$ cat src/rtl/expr_eval_pkg.sv
// Shared types and character classes for the streaming expression evaluator.
package expr_pkg;

  typedef enum logic [2:0] {
    ST_IDLE,
    ST_NUM,
    ST_SPC,
    ST_OP,
    ST_ERR
  } state_e;

  localparam logic [7:0] CH_0     = 8'h30;
  localparam logic [7:0] CH_9     = 8'h39;
  localparam logic [7:0] CH_PLUS  = 8'h2B;
  localparam logic [7:0] CH_MINUS = 8'h2D;
  localparam logic [7:0] CH_STAR  = 8'h2A;
  localparam logic [7:0] CH_SPACE = 8'h20;

  function automatic logic is_digit(input logic [7:0] c);
    return (c >= CH_0) && (c <= CH_9);
  endfunction

  function automatic logic is_op(input logic [7:0] c);
    return (c == CH_PLUS) || (c == CH_MINUS) || (c == CH_STAR);
  endfunction

endpackage

$ cat src/rtl/expr_eval_mac.sv
// Signed y = a*b + c with overflow detect; EXPR_SAT_EN selects saturation, else wrap.
module expr_mac #(
  parameter int unsigned WIDTH = 16
) (
  input  logic signed [WIDTH-1:0] a_i,
  input  logic signed [WIDTH-1:0] b_i,
  input  logic signed [WIDTH-1:0] c_i,
  output logic signed [WIDTH-1:0] y_o,
  output logic                    ovf_o
);

  localparam int unsigned PW = 2 * WIDTH;
  localparam logic signed [WIDTH-1:0] SMAX = {1'b0, {(WIDTH-1){1'b1}}};
  localparam logic signed [WIDTH-1:0] SMIN = {1'b1, {(WIDTH-1){1'b0}}};

  logic signed [PW-1:0]    ax, bx, pfull;
  logic        [WIDTH:0]   upper;
  logic                    mul_ovf, add_ovf;
  logic signed [WIDTH-1:0] p;
  logic        [WIDTH:0]   s;

  always_comb begin
    ax      = {{WIDTH{a_i[WIDTH-1]}}, a_i};
    bx      = {{WIDTH{b_i[WIDTH-1]}}, b_i};
    pfull   = ax * bx;
    upper   = pfull[PW-1:WIDTH-1];
    mul_ovf = !((&upper) || (~|upper));
    p       = pfull[WIDTH-1:0];
`ifdef EXPR_SAT_EN
    if (mul_ovf) p = pfull[PW-1] ? SMIN : SMAX;
`endif
    // Add operates on the already wrapped/saturated product, one step at a time.
    s       = {p[WIDTH-1], p} + {c_i[WIDTH-1], c_i};
    add_ovf = s[WIDTH] != s[WIDTH-1];
    y_o     = s[WIDTH-1:0];
`ifdef EXPR_SAT_EN
    if (add_ovf) y_o = s[WIDTH] ? SMIN : SMAX;
`endif
    ovf_o   = mul_ovf | add_ovf;
  end

endmodule

$ cat src/rtl/expr_eval.sv
// Streaming ASCII expression recogniser/evaluator (+,-,* with precedence).
// Define EXPR_SAT_EN for saturating arithmetic; default wraps modulo 2^WIDTH.
module expr_eval
  import expr_pkg::*;
#(
  parameter int unsigned WIDTH      = 16,
  parameter int unsigned MAX_DIGITS = 4
) (
  input  logic                    clk,
  input  logic                    clr,
  input  logic                    in_valid,
  input  logic [7:0]              in,
  output logic                    out,
  output logic signed [WIDTH-1:0] result,
  output logic                    err,
  output logic                    overflow
);

  localparam logic signed [WIDTH-1:0] ONE  = {{(WIDTH-1){1'b0}}, 1'b1};
  localparam logic signed [WIDTH-1:0] TEN  = WIDTH'(10);
  localparam logic [3:0]              MAXD = 4'(MAX_DIGITS);

  state_e                  state_q, state_d;
  logic [3:0]              cnt_q, cnt_d;
  logic signed [WIDTH-1:0] acc_q, acc_d, prod_q, prod_d, num_q, num_d;
  logic signed [WIDTH-1:0] result_q, res_d, num_dig, prod_mul, dval;
  logic                    out_q, err_q, ovf_q;
  logic                    upd, ovf_step, ovf_dig, ovf_mul, ovf_res;

  assign dval = {{(WIDTH-4){1'b0}}, in[3:0]};

  expr_mac #(.WIDTH(WIDTH)) u_mac_dig (
    .a_i(num_q), .b_i(TEN), .c_i(dval), .y_o(num_dig), .ovf_o(ovf_dig)
  );

  expr_mac #(.WIDTH(WIDTH)) u_mac_mul (
    .a_i(prod_q), .b_i(num_q), .c_i('0), .y_o(prod_mul), .ovf_o(ovf_mul)
  );

  expr_mac #(.WIDTH(WIDTH)) u_mac_res (
    .a_i(prod_d), .b_i(num_d), .c_i(acc_d), .y_o(res_d), .ovf_o(ovf_res)
  );

  always_comb begin
    state_d  = state_q;
    cnt_d    = cnt_q;
    acc_d    = acc_q;
    prod_d   = prod_q;
    num_d    = num_q;
    upd      = 1'b0;
    ovf_step = 1'b0;
    if (in_valid) begin
      unique case (state_q)
        ST_IDLE, ST_OP: begin
          if (is_digit(in)) begin
            state_d  = ST_NUM;
            cnt_d    = 4'd1;
            num_d    = num_dig;
            ovf_step = ovf_dig;
            upd      = 1'b1;
          end else if (in != CH_SPACE) begin
            state_d = ST_ERR;
          end
        end
        ST_NUM, ST_SPC: begin
          if (is_digit(in) && state_q == ST_NUM && cnt_q != MAXD) begin
            cnt_d    = cnt_q + 4'd1;
            num_d    = num_dig;
            ovf_step = ovf_dig;
            upd      = 1'b1;
          end else if (is_op(in)) begin
            // result_q already holds acc + prod*num, so it is the new accumulator.
            if (in == CH_STAR) begin
              prod_d   = prod_mul;
              ovf_step = ovf_mul;
            end else begin
              acc_d  = result_q;
              prod_d = (in == CH_MINUS) ? '1 : ONE;
            end
            num_d   = '0;
            state_d = ST_OP;
            upd     = 1'b1;
          end else if (in == CH_SPACE) begin
            state_d = ST_SPC;
          end else begin
            state_d = ST_ERR;
          end
        end
        ST_ERR: ;
        default: state_d = ST_ERR;
      endcase
    end
  end

  always_ff @(posedge clk) begin
    if (clr) begin
      state_q  <= ST_IDLE;
      cnt_q    <= '0;
      acc_q    <= '0;
      prod_q   <= ONE;
      num_q    <= '0;
      result_q <= '0;
      out_q    <= 1'b0;
      err_q    <= 1'b0;
      ovf_q    <= 1'b0;
    end else if (in_valid) begin
      state_q <= state_d;
      cnt_q   <= cnt_d;
      acc_q   <= acc_d;
      prod_q  <= prod_d;
      num_q   <= num_d;
      out_q   <= (state_d == ST_NUM) || (state_d == ST_SPC);
      err_q   <= (state_d == ST_ERR);
      if (upd) begin
        result_q <= res_d;
        ovf_q    <= ovf_q | ovf_step | ovf_res;
      end
    end
  end

  assign out      = out_q;
  assign result   = result_q;
  assign err      = err_q;
  assign overflow = ovf_q;

endmodule

$ cat config.mk
export PLATFORM = sky130hd
export DESIGN_NAME = expr_eval
export DESIGN_NICKNAME = d
export VERILOG_FILES = /design/src/rtl/expr_eval_pkg.sv /design/src/rtl/expr_eval_mac.sv /design/src/rtl/expr_eval.sv
export SDC_FILE = /design/constraint.sdc
export NUM_CORES = 2
export LEC_CHECK = 0
export BUFFER_PORTS_ARGS = -buffer_cell sky130_fd_sc_hd__buf_2
export CAP_MARGIN = 20
export CORE_UTILIZATION = 45
export CTS_CLUSTER_SIZE = 12
export DETAILED_ROUTE_END_ITERATION = 8
export GPL_TIMING_DRIVEN = 0
export SYNTH_ARGS = -nofsm -noshare
export SYNTH_HDL_FRONTEND = slang
export SYNTH_HIERARCHICAL = 1
export SYNTH_SLANG_ARGS = --single-unit
export TNS_END_PERCENT = 20
$ cat constraint.sdc
create_clock -name clk -period 12.2 [get_ports clk]
set_input_delay 2.44 -clock clk [delete_from_list [all_inputs] [get_ports clk]]
set_output_delay 2.44 -clock clk [all_outputs]
set_load 0.02 [all_outputs]
# [Word-level counts from Yosys, hierarchy flattened]
# Index checks and enable logic that the tools add are counted.
[word_totals] in_bits=11 elab_cells=102 out_inout_bits=19 regBits=74
[classes] order_cmp=2 n_addsub=3 mux=37 n_reduce_logical=27 eq_ne=17 mul=3 bitwise=4
[ops] op="2-to-1 mux 16 bit" n=15
[ops] op="multiplier 16 x 16 -> 32 bit" n=2
[ops] op="AND reduction 17 bit" n=3
[ops] op="OR reduction 17 bit" n=3
[ops] op="equality test 8 x 6 -> 1 bit (second input constant)" n=4
[ops] op="one-hot mux 16 bit (2 select lines)" n=1
[ops] op="multiplier 16 x 4 -> 20 bit (second input constant)" n=1
[ops] op="2-to-1 mux 3 bit" n=6
[ops] op="adder 16 x 16 -> 17 bit" n=1
[ops] op="adder 16 x 5 -> 17 bit" n=1
[ops] op="equality test 3 x 2 -> 1 bit (second input constant)" n=3
[ops] op="2-to-1 mux 1 bit" n=9
[ops] op="one-hot mux 3 bit (3 select lines)" n=1
[ops] op=">= comparator 8 x 6 -> 1 bit (second input constant)" n=1
[ops] op="<= comparator 8 x 6 -> 1 bit (second input constant)" n=1
[ops] op="2-to-1 mux 4 bit" n=2
[ops] op="inequality test 8 x 6 -> 1 bit (second input constant)" n=1
[ops] op="one-hot mux 4 bit (2 select lines)" n=1
[ops] op="equality test 3 x 1 -> 1 bit (second input constant)" n=2
[ops] op="equality test 3 bit (second input constant)" n=2
[ops] op="logical NOT 1 bit" n=6
[ops] op="logical OR 1 bit" n=6
[ops] op="adder 4 x 1 -> 4 bit (second input constant)" n=1
[ops] op="inequality test 2 bit (second input constant)" n=2
[ops] op="10 further kinds" n=18

# [Logic depth before layout (Yosys ltp)]
[logic_depth] ltp_word=14 mapped_depth=56 mapped_depth_nobuf=54

# [Hierarchy]
# Netlist, hierarchy kept.
[by_module_without_submodules] module="expr_mac at u_mac_dig" area_per_inst_um2=10742.8 seq_area_each_um2=0.0 cells_each=1212 n_inst=1
[by_module_without_submodules] module="expr_mac at u_mac_mul" area_per_inst_um2=10670.2 seq_area_each_um2=0.0 cells_each=1184 n_inst=1
[by_module_without_submodules] module="expr_mac at u_mac_res" area_per_inst_um2=10646.5 seq_area_each_um2=0.0 cells_each=1187 n_inst=1
[by_module_without_submodules] module="expr_eval" area_per_inst_um2=3205.6 seq_area_each_um2=1481.4 cells_each=329 n_inst=1

# [Least setup slack after synthesis]
# No wires, ideal clock.
[synth_path] path_type="register to register" from="reg num_q[1]" to="reg ovf_q, in the netlist overflow" n_path_buf=2 required_time_ns=12.072 period_less_slack_ns=12.049 t_arrival_ns=11.922 setup_ns=0.128 setup_slack_ns=0.151 path_stages_with_launch=49 cell_sequence="dfxtp_1 -> clkbuf_1 -> nand2_1 -> fa_1 -> inv_1 -> fa_1 -> ha_1 -> fa_1 -> inv_1 -> fa_1 -> fa_1 -> inv_1 -> ha_1 -> o21a_1 -> o21a_1 -> o21ai_4 -> or2b_1 -> a21o_1 -> [13 not listed] -> fa_1 -> fa_1 -> inv_1 -> ha_1 -> a21o_1 -> a31o_1 -> a21o_1 -> a21o_1 -> or2_1 -> a221o_1 -> a21oi_1 -> xor2_1 -> nor4_1 -> o211ai_1 -> inv_1 -> o221ai_1 -> a21oi_1 -> nor2_1"
[synth_between] elab_chain_cells=13 word_cells_on_any_way=42 cone_classes="add/sub (2); mul (3); eq/ne (2); mux (16); bitwise (4); reduce/logical (15)"
[synth_rtl] item="start, declared" line_no="expr_eval.sv:25" text="logic signed [WIDTH-1:0] acc_q, acc_d, prod_q, prod_d, num_q, num_d;"
[synth_rtl] item="start signal, assigned" line_no="expr_eval.sv:111" text="num_q <= num_d;"
[synth_rtl] item="multiplier 16 x 16 -> 32 bit *" line_no="expr_eval_mac.sv:25" text="pfull = ax * bx;"
[synth_rtl] item="net prod_mul[13]" line_no="expr_eval.sv:26" text="logic signed [WIDTH-1:0] result_q, res_d, num_dig, prod_mul, dval;"
[synth_rtl] item="2-to-1 mux 16 bit *" line_no="expr_eval.sv:73" text="if (in == CH_STAR) begin"
[synth_rtl] item="2-to-1 mux 16 bit *" line_no="expr_eval.sv:71" text="end else if (is_op(in)) begin"
[synth_rtl] item="2-to-1 mux 16 bit *" line_no="expr_eval.sv:66" text="if (is_digit(in) && state_q == ST_NUM && cnt_q != MAXD) begin"
[synth_rtl] item="2-to-1 mux 16 bit *" line_no="expr_eval.sv:53" text="unique case (state_q)"
[synth_rtl] item="2-to-1 mux 16 bit *" line_no="expr_eval.sv:52" text="if (in_valid) begin"
[synth_rtl] item="net prod_d[13]" line_no="expr_eval.sv:25"
[synth_rtl] item="multiplier 16 x 16 -> 32 bit *" line_no="expr_eval_mac.sv:25"
[synth_rtl] item="branches (longest 4 deep; another with adder 16 x 16 -> 17 bit)"
[synth_rtl] item="OR 1 bit *" line_no="expr_eval_mac.sv:39" text="ovf_o = mul_ovf | add_ovf;"
[synth_rtl] item="net ovf_res" line_no="expr_eval.sv:28" text="logic upd, ovf_step, ovf_dig, ovf_mul, ovf_res;"
[synth_rtl] item="OR 1 bit *" line_no="expr_eval.sv:116" text="ovf_q <= ovf_q | ovf_step | ovf_res;"
[synth_rtl] item="end signal, assigned" line_no="expr_eval.sv:116"
[synth_rtl] item="end, declared" line_no="expr_eval.sv:27" text="logic out_q, err_q, ovf_q;"
# Mark *: on every way through the listed nets, which the timed path passes.
# A chain may end at the register's enable or synchronous reset.

# [Final worst setup path]
[layout_path] from="reg num_q[9]" to="reg ovf_q, in the netlist overflow"
[layout_between] word_cells_on_any_way=42 cone_classes="add/sub (2); mul (3); eq/ne (2); mux (16); bitwise (4); reduce/logical (15)"
[layout_rtl] item="multiplier 16 x 4 -> 20 bit *" line_no="expr_eval_mac.sv:25"
[layout_rtl] item="branches (longest 4 deep; another with adder 16 x 5 -> 17 bit)"
[layout_rtl] item="OR 1 bit *" line_no="expr_eval_mac.sv:39"
[layout_rtl] item="net ovf_dig" line_no="expr_eval.sv:28"
[layout_rtl] item="2-to-1 mux 1 bit, on equally long branches" line_no="expr_eval.sv:66, expr_eval.sv:55"
[layout_rtl] item="one-hot mux 1 bit (2 select lines) *" line_no="expr_eval.sv:53"
[layout_rtl] item="2-to-1 mux 1 bit *" line_no="expr_eval.sv:52"
[layout_rtl] item="OR 1 bit * (2 in series)" line_no="expr_eval.sv:116"
# Marked as above.

==> impl_metrics.tcl <==
set metrics [dict create \
    finalMaxSlewViolations 0 \
    dieWidth_um 282 \
    max_slew_margin_pct 35.8 \
    rows 102 \
    dp_hpwl_um 75400 \
    pin_count 30 \
    postSynth.asyncResetShare_pct 0 \
    drive_above_1_share_pct 10.6 \
    critPathLaunch "num_q[9]$_SDFFE_PP0P_" \
    nets 5333 \
    root_buffer "clkbuf_16" \
    rr_startpoint "num_q[9]$_SDFFE_PP0P_" \
    worstHoldPathCells 2 \
    grt_pass1_wl_um 161000 \
    yosys-top-cells-count "789 x fa_1, 777 x inv_1, 520 x nand2_1" \
    setup_violations 1 \
    preCtsSetupSlack_ns -3.16 \
    reg2reg_setup_slack_ns -0.50 \
    worstMarginPinSlew_ns 0.963 \
    yosys_warnings 6 \
    ys_seq_area_share_pct 4.20 \
    clkSlewWorstSetupHoldPaths_ns 0.06 \
    ys.flop_type "dfxtp_1" \
    cts_tree "done" \
    wl_um 96300 \
    synth_top_area_share_pct 44.8 \
    postSynthCellCount 3912 \
    yosysTopAreaCell "fa_1" \
    synth_edf_count 0 \
    htreeDepth 3 \
    outcome "complete, but fails checks" \
    die-area_sq_um 79500 \
    cp.depth 77 \
    whs_ns 0.468 \
    worstHoldStart "result[2]$_SDFFE_PP0P_" \
    vias 27047 \
    vias_per_cell 5.12 \
    dieHeight_um 282 \
    synth_cell_types 108 \
    drv_cap 0 \
    netlist_top_cells_area "fa_1 45%, ha_1 11%, inv_1 8.3%" \
    cpPeakStageDelay_ns 0.59 \
    fmax_ghz 0.0788 \
    hp-class "reg -> reg" \
    ff2ff_path_depth 77 \
    place_congestion 0.905 \
    antenna_found_initial 6 \
    timing.rr.end "overflow$_SDFFE_PP0P_" \
    grt_remaining_overflow 0 \
    power_density_nw_per_um2 21.5 \
    cp_common_cell "buf_4" \
    finalHoldViolations 0 \
    ys_ff_latch 74 \
    core_area_sq_um 77500 \
    crit_type "reg -> reg" \
    io_buffer_count 28 \
    hold_end "result[2]$_SDFFE_PP0P_" \
    clock_latency_ns 0.35 \
    final.setup_skew_ns 0.00953 \
    crit_path_end_kind "register" \
    first_pass_iters 6 \
    utilization_pct 51.6 \
    syn_area_sq_um 35300 \
    cp-start-kind "register" \
    grt_pass1_vias 29192 \
    violations "setup timing" \
    crit_required_ns 12.49 \
    clock_path_buffers 2 \
    syn_area_per_cell_sq_um 9.01 \
    drt.antenna.violating_nets 0 \
    layout_min_cycle_time_ns 12.70 \
    wl_per_cell_um 18.2 \
    p_total_uw 859 \
    critPathTopFamily "buffers and inverters" \
    critical_path_buf_inv_count 53 \
    grt_max_degree 16 \
    area_growth_pct 13.2 \
    cp_max_fo 4 \
    peakVddDrop_v 0.0000627 \
    rsz0062_at_grt "yes" \
    fin_setup_tns_ns -0.498 \
    p_leak_uw 0.0172 \
    cts_buffers 9 \
    drtIter0Drc 1676 \
    route.detailed.drc 0 \
    cp_slowest_cell "fa_2" \
    cts_sinks 74 \
    worstPathArrival_ns 12.99 \
    start_util_pct 45.5 \
    post-route-period-util_pct 104 \
    setup_slack_ns -0.498 \
    yosysMostFrequentCell "fa_1" \
    grtUsageTotal_pct 26.1 \
]
==> repair_timing <==
item | CTS | global route
cloned | 0 | 0
hold buffers | 0 | 0
buffers inserted | 147 | 7
pin swaps | 97 | 22
setup endpoints to repair | 5 | 1
resized for setup | 300 | 24
==> worst register-to-register path, delay by kind of cell (launching register included) <==
| family | cells | cell delay, ns |
|---|---|---|
| adder cells (fa/ha/maj) | 8 | 3.17 |
| XOR/XNOR | 1 | 0.10 |
| flip-flops | 1 | 0.45 |
| AND/OR/NAND/NOR | 6 | 1.04 |
| buffers and inverters | 53 | 6.55 |
| AO/OA/AOI/OAI | 9 | 1.30 |
==> metal layers <==
layer | vias up | track usage, % | part of all wire (%)
li1 | 12628 | - | -
met1 | 13521 | 35.6 | 44
met2 | 727 | 43.2 | 47
met3 | 169 | 3.18 | 5.0
met4 | 2 | 7.86 | 3.3
met5 | - | 0 | 0.014
==> flip-flops by register name (all words and copies together) (netlist names) <==
name      cells
num_q        16
result       16
out           1
cnt_q         4
state_q       3
prod_q       16
err           1
acc_q        16
overflow      1
==> where the power goes <==
group | switching [uW] | internal, uW
clock | 111 | 165
combinational | 199 | 144
sequential | 2.36 | 238
total | 312 | 547
==> cell families after synthesis <==
logic type,after synthesis,share of synthesized area (%)
simple gates,1245,17.8
fa+ha+maj,1085,55.3
buf+inv,912,9.81
compound gates,451,9.06
xor+xnor,123,3.05
flops,74,4.20
mux,20,0.731
other cells,2,0.0213
==> area by class of cell <==
cell class	count	area, sq um
Antenna cell	4	10.0
Buffer	129	937
Clock buffer	11	243
Clock inverter	5	62.6
Fill cell	7365	37500
Inverter	778	2930
Multi-Input combinational cell	3062	31400
Sequential cell	74	1570
Tap cell	1040	1300
Timing Repair Buffer	183	1440
==> placed cells by master, fill, tap and decap left out, types with 19 or more instances in the layout <==
| cell | netlist | routed |
|---|---|---|
| nand2b_1 | 52 | 51 |
| ha_1 | 296 | 279 |
| nand2_1 | 520 | 513 |
| and2_1 | 364 | 364 |
| clkbuf_8 | 0 | 19 |
| nor2_1 | 115 | 114 |
| nand4_1 | 21 | 21 |
| buf_2 | 16 | 44 |
| a21oi_1 | 113 | 105 |
| buf_4 | 0 | 141 |
| a21o_1 | 45 | 44 |
| o21a_1 | 30 | 30 |
| xnor2_1 | 91 | 88 |
| nor3_1 | 35 | 34 |
| o21ai_0 | 67 | 61 |
| inv_1 | 777 | 769 |
| clkbuf_1 | 113 | 58 |
| xor2_1 | 32 | 30 |
| conb_1 | 2 | 138 |
| fa_1 | 789 | 778 |
| dfxtp_4 | 0 | 23 |
| dfxtp_1 | 74 | 46 |
| nand3_1 | 26 | 26 |
==> worst max path at each step <==
stage / end / slack, ns
final: overflow$_SDFFE_PP0P_ / -0.50
after global routing: overflow$_SDFFE_PP0P_ / -0.83
after CTS: overflow$_SDFFE_PP0P_ / -0.27
after detailed placement: overflow$_SDFFE_PP0P_ / -3.16
after global placement: overflow$_SDFFE_PP0P_ / -3.09
after floorplan: overflow$_SDFFE_PP0P_ / 0.15
==> per-stage QoR <==
stage | cell area (sq um) | instances
global route | 39900 | 5282
detailed placement | 37300 | 5119
floorplan | 35800 | 4048
CTS | 39800 | 5278
finish | 39900 | 5286
global placement | 37200 | 5116
Note: power is estimated with default switching activity, not from simulation.
